**src/rtl/alu_00_if.sv**
```systemverilog
// -----------------------------------------------------------------------------
// alu_00_if
// Operand/result bundle for the alu_00 registered integer ALU.
//   a      4   operand A (also the shift source)
//   b      4   operand B
//   shamt  2   shift amount 0..3 for SLA/SRA/SRL
//   funct  4   operation select
//   out    32  signed result, registered inside the ALU
// Modports:
//   master : drives a/b/shamt/funct, observes out (datapath controller, bench)
//   slave  : the ALU itself
// -----------------------------------------------------------------------------
interface alu_00_if;
  logic        [3:0]  a;
  logic        [3:0]  b;
  logic        [1:0]  shamt;
  logic        [3:0]  funct;
  logic signed [31:0] out;

  modport master (output a, output b, output shamt, output funct, input out);
  modport slave  (input a, input b, input shamt, input funct, output out);
endinterface

```
**src/rtl/alu_00.sv**
```systemverilog
// -----------------------------------------------------------------------------
// alu_00
// Small registered integer ALU: two 4-bit operands are extended to 32 bits,
// one of nine operations is selected by funct, and the 32-bit signed result is
// captured into out on every rising clk edge (1-cycle latency, no enable).
// Ports:
//   clk  in   rising-edge clock
//   rst  in   asynchronous, active-high reset; forces out=0 while high
//   bus  slave modport of alu_00_if (a, b, shamt, funct in; out registered)
// funct: 0 ADD, 1 SUB, 2 AND, 3 OR, 4 XOR, 5 NOT, 6 SLA, 7 SRA, 8 SRL,
//        9..15 reserved -> 0. All arithmetic wraps modulo 2^32.
// Configuration macro ALU_00_SIGN_EXT_EN:
//   undefined (default) - operands zero-extended (range 0..15); SRA == SRL.
//   defined             - operands sign-extended from bit 3 (range -8..7).
// -----------------------------------------------------------------------------
module alu_00 (
  input  logic    clk,
  input  logic    rst,
  alu_00_if.slave bus
);

  localparam logic [3:0] FUNCT_ADD = 4'd0;
  localparam logic [3:0] FUNCT_SUB = 4'd1;
  localparam logic [3:0] FUNCT_AND = 4'd2;
  localparam logic [3:0] FUNCT_OR  = 4'd3;
  localparam logic [3:0] FUNCT_XOR = 4'd4;
  localparam logic [3:0] FUNCT_NOT = 4'd5;
  localparam logic [3:0] FUNCT_SLA = 4'd6;
  localparam logic [3:0] FUNCT_SRA = 4'd7;
  localparam logic [3:0] FUNCT_SRL = 4'd8;

  // Widen a 4-bit operand to the 32-bit working width.
  function automatic logic signed [31:0] extend_operand(input logic [3:0] v);
`ifdef ALU_00_SIGN_EXT_EN
    return {{28{v[3]}}, v};
`else
    return {28'd0, v};
`endif
  endfunction

  logic signed [31:0] op_a_s;
  logic signed [31:0] op_b_s;
  logic signed [31:0] result_s;
  logic signed [31:0] out_r;

  assign op_a_s = extend_operand(bus.a);
  assign op_b_s = extend_operand(bus.b);

  // Operation select; op_a_s is signed so >>> fills from bit 31 while >>
  // always fills with zeros.
  always_comb begin
    result_s = 32'sd0;
    case (bus.funct)
      FUNCT_ADD: result_s = op_a_s + op_b_s;
      FUNCT_SUB: result_s = op_a_s - op_b_s;
      FUNCT_AND: result_s = op_a_s & op_b_s;
      FUNCT_OR:  result_s = op_a_s | op_b_s;
      FUNCT_XOR: result_s = op_a_s ^ op_b_s;
      FUNCT_NOT: result_s = ~op_a_s;
      FUNCT_SLA: result_s = op_a_s <<< bus.shamt;
      FUNCT_SRA: result_s = op_a_s >>> bus.shamt;
      FUNCT_SRL: result_s = op_a_s >> bus.shamt;
      default:   result_s = 32'sd0;
    endcase
  end

  // Result register; reset clears it immediately, independent of clk.
  always_ff @(posedge clk or posedge rst) begin
    if (rst) begin
      out_r <= 32'sd0;
    end else begin
      out_r <= result_s;
    end
  end

  assign bus.out = out_r;

endmodule

```
**src/flat_wrapper.sv**
```systemverilog
// flat-port wrapper written by rule: the top's interface ports become plain ports
module alu_00_flat 
  (clk, rst, bus_a, bus_b, bus_shamt, bus_funct, bus_out);
  alu_00_if bus_i ();
  input  logic clk;
  input  logic rst;
  input wire logic [$bits(bus_i.a)-1:0] bus_a;
  input wire logic [$bits(bus_i.b)-1:0] bus_b;
  input wire logic [$bits(bus_i.shamt)-1:0] bus_shamt;
  input wire logic [$bits(bus_i.funct)-1:0] bus_funct;
  output wire logic [$bits(bus_i.out)-1:0] bus_out;
  assign bus_i.a = bus_a;
  assign bus_i.b = bus_b;
  assign bus_i.shamt = bus_shamt;
  assign bus_i.funct = bus_funct;
  assign bus_out = bus_i.out;
  alu_00 u_core (.clk(clk), .rst(rst), .bus(bus_i));
endmodule
```
**config.mk**
```make
export PLATFORM = sky130hd
export DESIGN_NAME = alu_00_flat
export DESIGN_NICKNAME = d
export VERILOG_FILES = /design/src/rtl/alu_00_if.sv /design/src/rtl/alu_00.sv /design/src/flat_wrapper.sv
export SDC_FILE = /design/constraint.sdc
export NUM_CORES = 1
export LEC_CHECK = 0
export CORE_MARGIN = 2
export CORE_UTILIZATION = 47
export CTS_BUF_LIST = sky130_fd_sc_hd__clkbuf_8 sky130_fd_sc_hd__clkbuf_16
export CTS_CLUSTER_DIAMETER = 150
export DETAILED_ROUTE_END_ITERATION = 8
export PLACE_DENSITY = 0.86
export SYNTH_ARGS = -nofsm -noshare
export SYNTH_HDL_FRONTEND = slang
export SYNTH_SLANG_ARGS = --single-unit
export TNS_END_PERCENT = 10
```
**constraint.sdc**
```tcl
create_clock -name clk -period 1.9 [get_ports clk]
set_input_delay 0.38 -clock clk [delete_from_list [all_inputs] [get_ports clk]]
set_output_delay 0.38 -clock clk [all_outputs]
set_load 0.03 [all_outputs]
```
==> summary.md, run 1 <==
| Metric | Value |
|---|---|
| Layout Nets | `228` |
| Slew at the pin closest to its max-slew limit | `0.4434 ns` |
| Critical Path Fanout Max | `7` |
| Pin count of the biggest net entering global routing | `26` |
| Initial DRT Pass Iterations | `4` |
| Post-route ant nets | `0` |
| Full die area | `2964 sq um` |
| Hold_buf cts | `0` |
| P per Cell Area | `434.0 nW/um^2` |
| HPWL after DPL | `2653 microns` |
| Vias per cell | `5.646` |
| GRT Util Overall | `0.2578` |
| GPL Wtd Cong | `1.012` |
| Setup violators final | `0` |
| Seq/Total Area, Yosys | `0.1674` |
| Max-Cap Viols | `0` |
| Crit Path Class | `in -> reg` |
| Outcome | `complete, no violations` |
| Cells after Synth | `142` |
| Relative slew margins | `0.7038` |
| WP data arrival | `1.98 ns` |
| Syn-to-layout area delta | `62.55%` |
| IO buf count | `47` |
| Fin. max-slew vios | `0` |
| Number of distinct library cells after synthesis | `41` |
| Crit. End Element | `register` |
| Static leakage | `0.001151 uW` |
| Num CTS Buffers | `3` |
| Starting Density | `0.4873` |
| Final min period | `1.881 ns` |
| Crit share post-route | `0.9902` |
| Max FFs per register | `8` |
| Diodes inserted | `0` |
| Min Hold Slack | `0.3881 ns` |
| Detailed-route wire length per cell | `15.95 microns` |
| Worst Path Required | `1.99 ns` |
| HP Class | `in -> async` |
| Syn nets | `172` |
| Die height | `54.45 microns` |
| Worst ir drop on vdd | `449.5 uV` |
| Iter 0 DRT Violations | `33` |
| Number of fill cells | `146` |
| CTS tree | `done` |
| Syn. warnings | `0` |
| Achievable Freq | `0.5315 GHz` |
| WL final | `3604 microns` |
| Global route total overflow | `0` |
| Die Width | `54.45 microns` |
| RSZ-0062 raised after global routing | `yes` |
| Clock-pin transition on the worst setup and hold timing paths | `0.04 ns` |
| Clock sink total | `8` |
| CTS max path bufs | `2` |
| Vias | `1276` |
| Global-route wire length before repair | `5444 microns` |
| Initial antenna violation count | `0` |
| Vias in the first global route | `1271` |
| Post-Syn Area | `1196 sq um` |
| Root buf cell | `clkbuf_8` |
| Max H-tree Level | `1` |
| Core Region | `2455 sq um` |
| Synthesized flop and latch total | `8` |
| Final hold vios | `0` |
| Num rows | `18` |
| Avg Inst Size Synth | `8.424 sq um` |
| Num ports | `48` |
| Critical path launch point type | `input pin` |
| Layout cells sized above 1 | `0.3418` |
| Power, Total | `843.8 uW` |
| DRC Markers | `0` |
## critical path, stage by stage
cell and delay (ns):
dlygate4sd2_1 0.26, buf_4 0.17, fa_1 0.46, mux4_2 0.48
o21ai_2 0.15, o21ai_1 0.08
## kinds of logic after synthesis
| group | synth area share |
|---|---|
| muxes | 0.07323 |
| DFF | 0.1674 |
| adders and majority gates | 0.1590 |
| AOI/OAI and AO/OA | 0.2427 |
| and+or+nand+nor | 0.1140 |
| buffers and inverters | 0.2364 |
| xor gates and xnor gates | 0.007324 |
## repair_timing
| action | 4_1_cts | 5_1_grt |
|---|---|---|
| gates resized for setup | 23 | 39 |
| gates cloned | 0 | 0 |
| hold endpoints to repair | 0 | 0 |
| pin swaps | 3 | 5 |
| setup buffers | 0 | 1 |
| setup endpoints to repair | 7 | 32 |
## layout make-up
type | instances | area [sq um] | share of cell area
Clock buffer | 3 | 41.29 | 0.02124
Tap cell | 30 | 37.54 | 0.01931
Inverter | 17 | 63.81 | 0.03282
Timing Repair Buffer | 81 | 770.7 | 0.3964
Sequential cell | 8 | 200.2 | 0.1030
Multi-Input combinational cell | 87 | 830.8 | 0.4273
## cell usage in the layout (no fill, tap or decap), types with 3 or more instances in the layout
master / n
buf_4: 31
nand2_1: 6
a21oi_1: 9
a31oi_1: 3
ha_4: 5
buf_6: 3
mux2i_1: 5
clkbuf_8: 3
o21ai_0: 5
clkdlybuf4s50_1: 23
inv_1: 13
nand2b_1: 4
inv_2: 4
ha_1: 6
dfrtp_1: 8
nor2_1: 5
dlymetal6s2s_1: 20
## report_power, final
part	total, uW	leakage [uW]	switching, uW	internal [uW]
Clock	199	0.0000216	62.2	137
Sequential	188	0.000106	3.06	185
Combinational	457	0.00102	246	211
## synth_stat cells, drive strengths merged
master   count  area [sq um]
a2111oi      1         8.760
a211o        1         8.760
a211oi       3         22.52
a21oi        9         45.04
a221oi       1         8.760
a22oi        1         7.510
a311oi       1         8.760
a31o         1         8.760
a31oi        3         18.77
a32oi        2         17.52
buf         30         219.0
dfrtp        8         200.2
fa           2         40.04
ha          12         150.1
inv         17         63.81
mux2         1         11.26
mux2i        5         50.05
mux4         1         26.28
nand2        7         33.78
nand2b       4         25.02
nand3        2         10.01
nand3b       1         7.510
nor2         7         26.28
nor3b        1         7.510
nor4         2         12.51
o2111ai      1         8.760
o211a        1         10.01
o211ai       1         7.510
o21ai        9         56.31
o21bai       1         7.510
o221ai       1         15.01
o22ai        1         6.260
o311ai       1         16.27
o31ai        1         7.510
or4b         1         13.76
xnor2        1         8.760
## worst max path at each step
stage	from	to	slack, ns	depth (start not counted)
CTS	bus_a[0]	u_core.bus.out[1]	-0.006	8
detailed placement	bus_a[0]	u_core.bus.out[1]	-0.60	7
finish	bus_a[1]	u_core.bus.out[1]	0.02	6
floorplan	bus_a[0]	u_core.bus.out[1]	0.02	7
global placement	bus_a[0]	u_core.bus.out[5]	-0.51	8
global route	bus_a[2]	u_core.bus.out[2]	-0.03	7
## layer usage
metal  share of wire  global-route usage
met3           0.097             0.03005
met4           0.036              0.2000
met2            0.52              0.4759
met1            0.35              0.2596
met5               0                   0
## per-stage QoR
step,instance area (sq um),cells,TNS (ns),worst slack (ns),util
after floorplan,1196,142,0,0.01527,-
after global placement,1733,222,-3.141,-0.5069,0.7059
after detailed placement,1733,222,-3.505,-0.5998,0.7059
after CTS,1832,225,-0.006140,-0.006140,0.7462
after global routing,1944,226,-0.07148,-0.03293,0.7920
final,1944,226,0,0.01856,0.7920
Power figures use the tool's default switching activity.
==> inputs of run 2 (changes only) <==
--- a/config.mk
+++ b/config.mk
@@ -9,6 +9,7 @@
 export CORE_UTILIZATION = 47
 export CTS_BUF_LIST = sky130_fd_sc_hd__clkbuf_8 sky130_fd_sc_hd__clkbuf_16
 export CTS_CLUSTER_DIAMETER = 150
+export CTS_CLUSTER_SIZE = 24
 export DETAILED_ROUTE_END_ITERATION = 8
 export PLACE_DENSITY = 0.86
 export SYNTH_ARGS = -nofsm -noshare
==> results of run 2 <==
No change in the layout: final DEF, timing and power equal those of run 1.
==> inputs of run 3 (changes only) <==
--- a/config.mk
+++ b/config.mk
@@ -12,6 +12,7 @@
 export CTS_CLUSTER_SIZE = 24
 export DETAILED_ROUTE_END_ITERATION = 8
 export PLACE_DENSITY = 0.86
+export SLEW_MARGIN = 20
 export SYNTH_ARGS = -nofsm -noshare
 export SYNTH_HDL_FRONTEND = slang
 export SYNTH_SLANG_ARGS = --single-unit
==> results of run 3 <==
No change in the layout: final DEF, timing and power equal those of run 1.
